[config.mk]
export PLATFORM = sky130hd
export DESIGN_NAME = frame_window_reader_flat
export DESIGN_NICKNAME = d
export VERILOG_FILES = /design/src/rtl/fwr_pkg.sv /design/src/rtl/frame_window_reader_if.sv /design/src/rtl/fwr_delay.sv /design/src/rtl/frame_window_reader.sv /design/src/flat_wrapper.sv
export SDC_FILE = /design/constraint.sdc
export NUM_CORES = 1
export LEC_CHECK = 0
export ABC_AREA = 1
export CORE_MARGIN = 1
export CORE_UTILIZATION = 51
export CTS_BUF_LIST = sky130_fd_sc_hd__clkbuf_8 sky130_fd_sc_hd__clkbuf_16
export CTS_CLUSTER_DIAMETER = 100
export DETAILED_ROUTE_END_ITERATION = 12
export GPL_TIMING_DRIVEN = 0
export PLACE_DENSITY = 0.77
export SLEW_MARGIN = 25
export SYNTH_ARGS = -nofsm -noshare
export SYNTH_HDL_FRONTEND = slang
export SYNTH_SLANG_ARGS = --single-unit
export TNS_END_PERCENT = 5
[constraint.sdc]
create_clock -name clk -period 3.2 [get_ports clk]
set_clock_uncertainty 0.15 [all_clocks]
set_input_delay 0.8 -clock clk [delete_from_list [all_inputs] [get_ports clk]]
set_output_delay 0.8 -clock clk [all_outputs]
set_load 0.05 [all_outputs]
[src/rtl/fwr_pkg.sv]
// Shared encodings for the frame-window read controller.
package fwr_pkg;

  localparam logic [1:0] SCALE_1X = 2'd0;
  localparam logic [1:0] SCALE_2X = 2'd1;
  localparam logic [1:0] SCALE_4X = 2'd2;

  typedef enum logic [1:0] {
    IDLE,
    ACTIVE,
    DONE
  } fwr_state_t;

  // log2 of the upscale factor; the unused encoding behaves as 1x.
  function automatic logic [1:0] scale_shift(input logic [1:0] scale);
    case (scale)
      SCALE_2X: return 2'd1;
      SCALE_4X: return 2'd2;
      default:  return 2'd0;
    endcase
  endfunction

endpackage

[src/rtl/frame_window_reader_if.sv]
// Frame-buffer read port between the window reader and the dual-port RAM.
interface frame_window_reader_if #(
  parameter int DATA_W = 16,
  parameter int ADDR_W = 15
);
  logic              ram_rden;
  logic [ADDR_W-1:0] ram_rdaddr;
  logic [DATA_W-1:0] ram_q;

  modport master (output ram_rden, output ram_rdaddr, input ram_q);
  modport slave  (input ram_rden, input ram_rdaddr, output ram_q);
endinterface

[src/rtl/fwr_delay.sv]
// Parametrised-depth shift register used to align control with RAM data.
module fwr_delay #(
  parameter int WIDTH = 1,
  parameter int DEPTH = 1
) (
  input  logic             clk,
  input  logic             rst_n,
  input  logic [WIDTH-1:0] din,
  output logic [WIDTH-1:0] dout
);

  logic [WIDTH-1:0] stage [DEPTH];

  // Shift one stage per clock; all stages clear on reset.
  always_ff @(posedge clk or negedge rst_n) begin
    if (!rst_n) begin
      for (int unsigned i = 0; i < DEPTH; i++) stage[i] <= '0;
    end else begin
      stage[0] <= din;
      for (int unsigned i = 1; i < DEPTH; i++) stage[i] <= stage[i-1];
    end
  end

  assign dout = stage[DEPTH-1];

endmodule

[src/rtl/frame_window_reader.sv]
// Display-side frame-buffer read controller: window test, incremental
// upscaled addressing, and pixel alignment to the RAM read latency.
module frame_window_reader
  import fwr_pkg::*;
#(
  parameter int                DATA_W   = 16,
  parameter int                CNT_W    = 12,
  parameter int                ADDR_W   = 15,
  parameter int                IMG_W    = 160,
  parameter int                IMG_H    = 128,
  parameter int                X_OFS    = 0,
  parameter int                Y_OFS    = 0,
  parameter int                RD_LAT   = 1,
  parameter logic [DATA_W-1:0] BG_COLOR = 16'h0000
) (
  input  logic                  clk,
  input  logic                  rst_n,
  input  logic                  frame_start,
  input  logic [1:0]            scale,
  input  logic                  data_req,
  input  logic [CNT_W-1:0]      hcount,
  input  logic [CNT_W-1:0]      vcount,
  frame_window_reader_if.master ram,
  output logic [DATA_W-1:0]     pix_data,
  output logic                  pix_de,
  output logic                  pix_in_win,
  output logic                  frame_done
);

  localparam int CMP_W = CNT_W + 3;
  localparam int COL_W = (IMG_W > 1) ? $clog2(IMG_W) : 1;
  localparam int ROW_W = (IMG_H > 1) ? $clog2(IMG_H) : 1;
  localparam logic [COL_W-1:0] COL_LAST = COL_W'(IMG_W - 1);
  localparam logic [ROW_W-1:0] ROW_LAST = ROW_W'(IMG_H - 1);

  fwr_state_t        state_q, state_d;
  logic [1:0]        scale_lat, shift, s_last, sx, sy;
  logic [COL_W-1:0]  col;
  logic [ROW_W-1:0]  row;
  logic [ADDR_W-1:0] line_base;
  logic [CMP_W-1:0]  hx, vy, x_end, y_end;
  logic              in_win, rd, col_last, line_last, last_pix;
  logic              rd_vld, req_dly;

  // Window bounds, wrap detection and the read qualifier.
  always_comb begin
    shift     = scale_shift(scale_lat);
    s_last    = 2'((3'd1 << shift) - 3'd1);
    hx        = CMP_W'(hcount);
    vy        = CMP_W'(vcount);
    x_end     = CMP_W'(X_OFS) + (CMP_W'(IMG_W) << shift);
    y_end     = CMP_W'(Y_OFS) + (CMP_W'(IMG_H) << shift);
    in_win    = (hx >= CMP_W'(X_OFS)) && (hx < x_end) &&
                (vy >= CMP_W'(Y_OFS)) && (vy < y_end);
    col_last  = (col == COL_LAST) && (sx == s_last);
    line_last = col_last && (sy == s_last);
    last_pix  = line_last && (row == ROW_LAST);
    rd        = data_req && in_win && (state_q == ACTIVE) && !frame_start;
  end

  // State register.
  always_ff @(posedge clk or negedge rst_n) begin
    if (!rst_n) state_q <= IDLE;
    else        state_q <= state_d;
  end

  // Next state: frame_start restarts from anywhere; last read finishes.
  always_comb begin
    state_d = state_q;
    if (frame_start)           state_d = ACTIVE;
    else if (rd && last_pix)   state_d = DONE;
  end

  // Incremental counters: sx fastest, then col, sy, row/line_base.
  always_ff @(posedge clk or negedge rst_n) begin
    if (!rst_n) begin
      scale_lat <= '0;
      sx        <= '0;
      sy        <= '0;
      col       <= '0;
      row       <= '0;
      line_base <= '0;
    end else if (frame_start) begin
      scale_lat <= scale;
      sx        <= '0;
      sy        <= '0;
      col       <= '0;
      row       <= '0;
      line_base <= '0;
    end else if (rd) begin
      if (sx != s_last) begin
        sx <= sx + 2'd1;
      end else begin
        sx <= '0;
        if (col != COL_LAST) begin
          col <= col + COL_W'(1);
        end else begin
          col <= '0;
          if (sy != s_last) begin
            sy <= sy + 2'd1;
          end else begin
            sy <= '0;
            // Holding at the last line keeps the address inside the image.
            if (row != ROW_LAST) begin
              row       <= row + ROW_W'(1);
              line_base <= line_base + ADDR_W'(IMG_W);
            end
          end
        end
      end
    end
  end

  // Registered RAM read port and end-of-frame pulse.
  always_ff @(posedge clk or negedge rst_n) begin
    if (!rst_n) begin
      ram.ram_rden   <= 1'b0;
      ram.ram_rdaddr <= '0;
      frame_done     <= 1'b0;
    end else begin
      ram.ram_rden <= rd;
      frame_done   <= rd && last_pix;
      if (rd) ram.ram_rdaddr <= line_base + ADDR_W'(col);
    end
  end

  fwr_delay #(.WIDTH(1), .DEPTH(RD_LAT)) u_rden_dly (
    .clk   (clk),
    .rst_n (rst_n),
    .din   (ram.ram_rden),
    .dout  (rd_vld)
  );

  fwr_delay #(.WIDTH(1), .DEPTH(RD_LAT + 1)) u_req_dly (
    .clk   (clk),
    .rst_n (rst_n),
    .din   (data_req),
    .dout  (req_dly)
  );

  // Output pixel register: RAM data for window reads, background otherwise.
  always_ff @(posedge clk or negedge rst_n) begin
    if (!rst_n) begin
      pix_data   <= BG_COLOR;
      pix_de     <= 1'b0;
      pix_in_win <= 1'b0;
    end else begin
      pix_data   <= rd_vld ? ram.ram_q : BG_COLOR;
      pix_de     <= req_dly;
      pix_in_win <= rd_vld;
    end
  end

endmodule

[src/flat_wrapper.sv]
// flat-port wrapper written by rule: the top's interface ports become plain ports
module frame_window_reader_flat import fwr_pkg::*;
#(
  parameter int                DATA_W   = 16,
  parameter int                CNT_W    = 12,
  parameter int                ADDR_W   = 15,
  parameter int                IMG_W    = 160,
  parameter int                IMG_H    = 128,
  parameter int                X_OFS    = 0,
  parameter int                Y_OFS    = 0,
  parameter int                RD_LAT   = 1,
  parameter logic [DATA_W-1:0] BG_COLOR = 16'h0000
)
  (clk, rst_n, frame_start, scale, data_req, hcount, vcount, pix_data, pix_de, pix_in_win, frame_done, ram_ram_rden, ram_ram_rdaddr, ram_ram_q);
  frame_window_reader_if #(.DATA_W(DATA_W), .ADDR_W(ADDR_W)) ram_i ();
  input  logic clk;
  input  logic rst_n;
  input  logic frame_start;
  input  logic [1:0] scale;
  input  logic data_req;
  input  logic [CNT_W-1:0] hcount;
  input  logic [CNT_W-1:0] vcount;
  output logic [DATA_W-1:0] pix_data;
  output logic pix_de;
  output logic pix_in_win;
  output logic frame_done;
  output wire logic [$bits(ram_i.ram_rden)-1:0] ram_ram_rden;
  output wire logic [$bits(ram_i.ram_rdaddr)-1:0] ram_ram_rdaddr;
  input wire logic [$bits(ram_i.ram_q)-1:0] ram_ram_q;
  assign ram_ram_rden = ram_i.ram_rden;
  assign ram_ram_rdaddr = ram_i.ram_rdaddr;
  assign ram_i.ram_q = ram_ram_q;
  frame_window_reader #(.DATA_W(DATA_W), .CNT_W(CNT_W), .ADDR_W(ADDR_W), .IMG_W(IMG_W), .IMG_H(IMG_H), .X_OFS(X_OFS), .Y_OFS(Y_OFS), .RD_LAT(RD_LAT), .BG_COLOR(BG_COLOR)) u_core (.clk(clk), .rst_n(rst_n), .frame_start(frame_start), .scale(scale), .data_req(data_req), .hcount(hcount), .vcount(vcount), .ram(ram_i), .pix_data(pix_data), .pix_de(pix_de), .pix_in_win(pix_in_win), .frame_done(frame_done));
endmodule
Word-level counts from Yosys, hierarchy flattened
Index checks and enable logic that the tools add are counted.
{"block": "totals", "ff_bits": 76, "in_bits": 46, "out_inout_bits": 35, "wordCells": 85}
{"block": "classes", "addsub": 7, "order_cmp": 2, "n_eq_ne": 14, "shifts": 3, "mux": 28, "reduce_logical": 15}
{"op": "two-way mux 15 bit", "count": 6}
{"op": "two-way mux 7 bit", "count": 6}
{"op": "two-way mux 8 bit", "count": 4}
{"op": "less-than comparator 12 x 15 -> 1 bit", "count": 2}
{"op": "left shift 8 x 2 -> 15 bit, first input constant", "count": 2}
{"op": "two-way mux 2 bit", "count": 10}
{"op": "two-way mux 16 bit", "count": 1}
{"op": "adder 15 x 8 -> 15 bit", "count": 1}
{"op": "adder 15 x 8 -> 15 bit, second input constant", "count": 1}
{"op": "adder 8 x 1 -> 8 bit, second input constant", "count": 1}
{"op": "equality test 8 bit, second input constant", "count": 1}
{"op": "logical AND 1 bit", "count": 8}
{"op": "inequality test 8 bit, second input constant", "count": 1}
{"op": "adder 7 x 1 -> 7 bit, second input constant", "count": 1}
{"op": "equality test 7 bit, second input constant", "count": 1}
{"op": "inequality test 7 bit, second input constant", "count": 1}
{"op": "inequality test 2 bit, second input constant", "count": 3}
{"op": "nonzero test 2 bit", "count": 3}
{"op": "AND reduction 5 bit", "count": 1}
{"op": "adder 2 x 1 -> 2 bit, second input constant", "count": 2}
{"op": "equality test 2 x 1 -> 1 bit, second input constant", "count": 2}
{"op": "equality test 2 bit", "count": 2}
{"op": "inequality test 2 bit", "count": 2}
{"op": "case mux 2 bit (2 select lines)", "count": 1}
{"op": "6 further kinds", "count": 6}

Logic depth before layout (Yosys ltp)
Gate-level depths: netlist (run 1).
{"block": "depth", "ltp_word": 11, "ltp_mapped": 15, "depth_no_buf": 14}

Modules after synthesis
From an unflattened synthesis (run 1), not the netlist that was laid out.
{"block": "unflattened", "cells_unflattened": 495, "area_unflattened_um2": 3916.3}
{"mod": "frame_window_reader", "instances": 1, "cells_per_inst": 492, "area_per_inst_um2": 3841.2, "seq_area_each_um2": 1701.6}
{"mod": "fwr_delay (u_core.u_req_dly)", "instances": 1, "cells_per_inst": 2, "area_per_inst_um2": 50.0, "seq_area_each_um2": 50.0}
{"mod": "fwr_delay (u_core.u_rden_dly)", "instances": 1, "cells_per_inst": 1, "area_per_inst_um2": 25.0, "seq_area_each_um2": 25.0}

Least setup slack after synthesis (run 1)
Ideal clock, no wire load.
{"block": "synth_timing", "path_type": "in2reg", "from": "in vcount[10]", "to": "reg u_core.line_base[13]", "setup_time_ns": 0.117, "arrival_time_ns": 2.063, "required_time_ns": 2.933, "path_slack_ns": 0.870, "path_stages": 12, "path_buffers": 1, "path_cell_list": "ha_1 > nand2_1 > nand2_1 > nor2_1 > nand2_1 > nor2_1 > nand2_1 > nand2_1 > nand4_4 > buf_6 > nand2_1 > nand2_1"}
{"block": "synth_between", "elab_chain_cells": 7}
{"item": "start, declared", "line": "flat_wrapper.sv:22", "source": "input logic [CNT_W-1:0] vcount;"}
{"item": "less-than comparator 12 x 15 -> 1 bit", "line": "frame_window_reader.sv:54", "source": "(vy >= CMP_W'(Y_OFS)) && (vy < y_end);"}
{"item": "logical AND 1 bit", "line": "frame_window_reader.sv:54"}
{"item": "logical AND 1 bit (3 in a row)", "line": "frame_window_reader.sv:58", "source": "rd = data_req && in_win && (state_q == ACTIVE) && !frame_start;"}
{"item": "nonzero test 2 bit (no source line)"}
{"item": "AND reduction 5 bit (no source line)"}
{"item": "end signal, assigned", "line": "frame_window_reader.sv:106", "source": "line_base <= line_base + ADDR_W'(IMG_W);"}
{"item": "end, declared", "line": "frame_window_reader.sv:40", "source": "logic [ADDR_W-1:0] line_base;"}
Every way passes these cells.
A chain may end at the register's enable or synchronous reset.

Final worst setup path (run 1)
{"block": "layout_timing", "from": "in vcount[10]", "to": "reg u_core.frame_done"}
{"block": "layout_between", "elab_chain_cells": 6}
{"item": "less-than comparator 12 x 15 -> 1 bit", "line": "frame_window_reader.sv:54"}
{"item": "logical AND 1 bit", "line": "frame_window_reader.sv:54"}
{"item": "logical AND 1 bit (3 in a row)", "line": "frame_window_reader.sv:58"}
{"item": "logical AND 1 bit", "line": "frame_window_reader.sv:122", "source": "frame_done <= rd && last_pix;"}
{"item": "end signal, assigned", "line": "frame_window_reader.sv:122"}
{"item": "end, declared", "line": "frame_window_reader.sv:27", "source": "output logic frame_done"}
Every way passes these cells.

==> results.ini, run 1 <==
[worst_setup_path]
reg2regPathDepth = 14
endpoint_kind = flop
crit_type = in -> reg
worstSetupStartpointType = primary input
max_stage_delay_ps = 410
crit_buf_inv = 3
cp_top_family = simple AND/OR/NAND/NOR gates
worst-path-max-fanout = 10
worstPathRequired_ps = 3290
critPathSlowestCell = clkdlybuf4s50_1
r2r_end = u_core.frame_done
path_cells = clkdlybuf4s50_1 -> ha_1 -> nand2_1 -> nand2_1 -> nor2_1 -> nand2_1 -> nor2_1 -> nand2_1 -> nor2_2 -> inv_1 -> buf_2 -> nor3_1
worst_path_most_repeated_cell = nand2_1
timing.rr.start = u_core.scale_lat[0]
ff2ff_setup_slack_ps = 460
arrival_ps = 2850

[hold_path]
hold_path_end = u_core.pix_de
worstHoldPathType = reg -> reg
hold_depth = 0
holdCritStartpoint = u_core.u_req_dly.dout

[logic_synthesis]
synth_cells = 457
yosys.area.top_type_share = 0.483
ys_types = 27
synth_largest_area_cell = dfrtp_1
ys_seq_area_frac = 0.483
ys_top_cells_by_area = dfrtp_1 48%, nand2_1 15%, ha_1 6.5%
yosys_register_bits = 71
syn_nets = 522
syn_area_um2 = 3680
synth_warnings = 0
avgSynthCellArea_um2 = 8.05

[place]
place_area_um2 = 4490
numPortBuffers = 67
hpwl_um = 6130
dp_slack_ps = 69.7
routabilityCongestion = 0.912

[detailed_routing]
viasPerCell = 5.07
drcViolationCount = 0
vias = 3223
wirelength_um = 8270
drt_iter0_drc = 148
wl_per_cell_um = 13.0
firstDrtPassIters = 4
ant_nets = 0

[sta]
rsz0062_at_grt = false
period_minus_slack_ps = 2760
max_slew_margin = 0.649
fmax_mhz = 362
final-setup-viol-count = 0
drv_slew = 0
hold_viol_final = 0
finalWorstSetupSlack_ps = 436
tightest_slew_ps = 525
final.period_utilization = 0.864
finalSetupTns_ps = 0

[clocking]
clock_latency_ps = 350
cts-root-buf = clkbuf_8
clk_path_buf_depth = 2
cts_inserted_buffers = 9
clk_transition_reported_paths_ps = 70
htree_levels = 3
cts.sinks = 71
cts_tree = built
post-cts-setup-buffer-count = 0
hold_buffers = 0
cts_resized = 0

[floorplanning]
io_pins = 81
core_area_um2 = 6870
fp-row-count = 30
dieArea_um2 = 7560
initial_utilization = 0.536
chipHeight_um = 86.9
chipWidth_um = 86.9

[global_routing]
grt_max_degree = 45
grt_pass1_vias = 3161
grt_pass1_wl_um = 13900
grt_util_all_layers = 0.238
antenna_found_initial = 0
overflow = 0

[final_layout]
fillers = 569
nets = 601
final_layout_size_suffix_gt1_frac = 0.0667
antenna_cells = 0
post-route-util = 0.683
area_growth_pct = 27.5
design_area_um2 = 4690

[job]
max_cap_violations = 0

[power_and_ir_drop]
p_leak_nw = 2.35
vdd_drop_max_v = 0.000350
cellPowerDensity_nw_per_um2 = 484
power_mw = 2.27

[status]
status = finished, final reports clean

==> where the power goes <==
group / switching, mW / internal [mW]
registers: 0.0712 / 0.974
clock network: 0.332 / 0.376
logic: 0.321 / 0.197
total: 0.724 / 1.55
==> final cells by class <==
| class | count | area (um2) | share of cell area |
|---|---|---|---|
| plain buffers | 15 | 76.3 | 0.0163 |
| clock buffers | 10 | 138 | 0.0293 |
| clock inverters | 5 | 58.8 | 0.0125 |
| inverters | 59 | 221 | 0.0472 |
| multi-input cells | 312 | 1600 | 0.342 |
| flip-flops and latches | 71 | 1780 | 0.379 |
| well taps | 96 | 120 | 0.0256 |
| repair buffers | 68 | 696 | 0.148 |
==> sequential cells by signal (all words and copies together), names as in the netlist, 2 cells and up <==
register               count
u_core.pix_data           16
u_core.ram.ram_rdaddr     15
u_core.line_base          10
u_core.col                 8
u_core.row                 7
u_core.scale_lat           2
u_core.state_q             2
u_core.sx                  2
u_core.sy                  2
==> per-layer routing <==
layer,track usage,vias up,routed length (um)
li1,-,1611,-
met1,0.289,1519,3700
met2,0.403,72,4090
met3,0.0607,21,304
met4,0.0985,0,162
met5,0,-,0
==> synthesized netlist by cell type <==
cell type / instances
buf_6: 1
nand4_1: 21
nand3b_1: 1
nand3_1: 21
a31oi_1: 1
dfrtp_1: 71
ha_1: 19
xor2_1: 5
nand2_1: 144
o31ai_1: 1
nor2_2: 1
a21oi_1: 15
buf_2: 10
nor3_1: 7
nor2_1: 35
clkbuf_1: 3
nand4_4: 2
mux2i_1: 1
o21ai_4: 1
o21ai_0: 29
inv_1: 59
buf_1: 1
nor2_4: 1
xnor2_1: 2
nand2_2: 2
or2_2: 1
o21a_1: 2
==> placed cells by master (no fill, tap or decap), types with 3 or more instances in the layout <==
master           Yosys  layout
nand2_1            144     144
dfrtp_1             71      71
clkdlybuf4s50_1      0      66
inv_1               59      59
nor2_1              35      35
o21ai_0             29      29
nand3_1             21      21
nand4_1             21      21
ha_1                19      19
a21oi_1             15      15
buf_2               10      10
clkbuf_8             0      10
nor3_1               7       7
xor2_1               5       5
clkbuf_1             3       3
==> through the flow <==
stage | instances | hold WS, ps
floorplan | 457 | 181
global placement | 620 | 186
detailed placement | 621 | 190
CTS | 636 | 213
global route | 636 | 221
finish | 636 | 211
==> cells by family after synthesis <==
| family | synth area share |
|---|---|
| xor gates and xnor gates | 0.0167 |
| and+or+nand+nor | 0.280 |
| muxes | 0.00272 |
| DFF | 0.483 |
| AOI/OAI and AO/OA | 0.0721 |
| buffers and inverters | 0.0810 |
| adders and majority gates | 0.0646 |
==> worst max-delay path by stage <==
stage                                    from                   end  slack [ps]  depth (start not counted)
after global routing      u_core.scale_lat[0]     u_core.frame_done         180                         12
after CTS                          vcount[10]     u_core.frame_done         430                         12
after global placement                  rst_n         u_core.row[3]       -1180                          1
after detailed placement           hcount[10]     u_core.frame_done          70                         12
after floorplan                    vcount[10]  u_core.line_base[13]         870                         12
final                              vcount[10]     u_core.frame_done         440                         12
No activity file was read; power rests on OpenSTA's default activity.
==> inputs of run 2 (changes only) <==
--- a/config.mk
+++ b/config.mk
@@ -8,7 +8,6 @@
 export ABC_AREA = 1
 export CORE_MARGIN = 1
 export CORE_UTILIZATION = 51
-export CTS_BUF_LIST = sky130_fd_sc_hd__clkbuf_8 sky130_fd_sc_hd__clkbuf_16
 export CTS_CLUSTER_DIAMETER = 100
 export DETAILED_ROUTE_END_ITERATION = 12
 export GPL_TIMING_DRIVEN = 0
==> results of run 2 <==
Same layout as run 1: the final DEF is identical, and so are final timing and power.
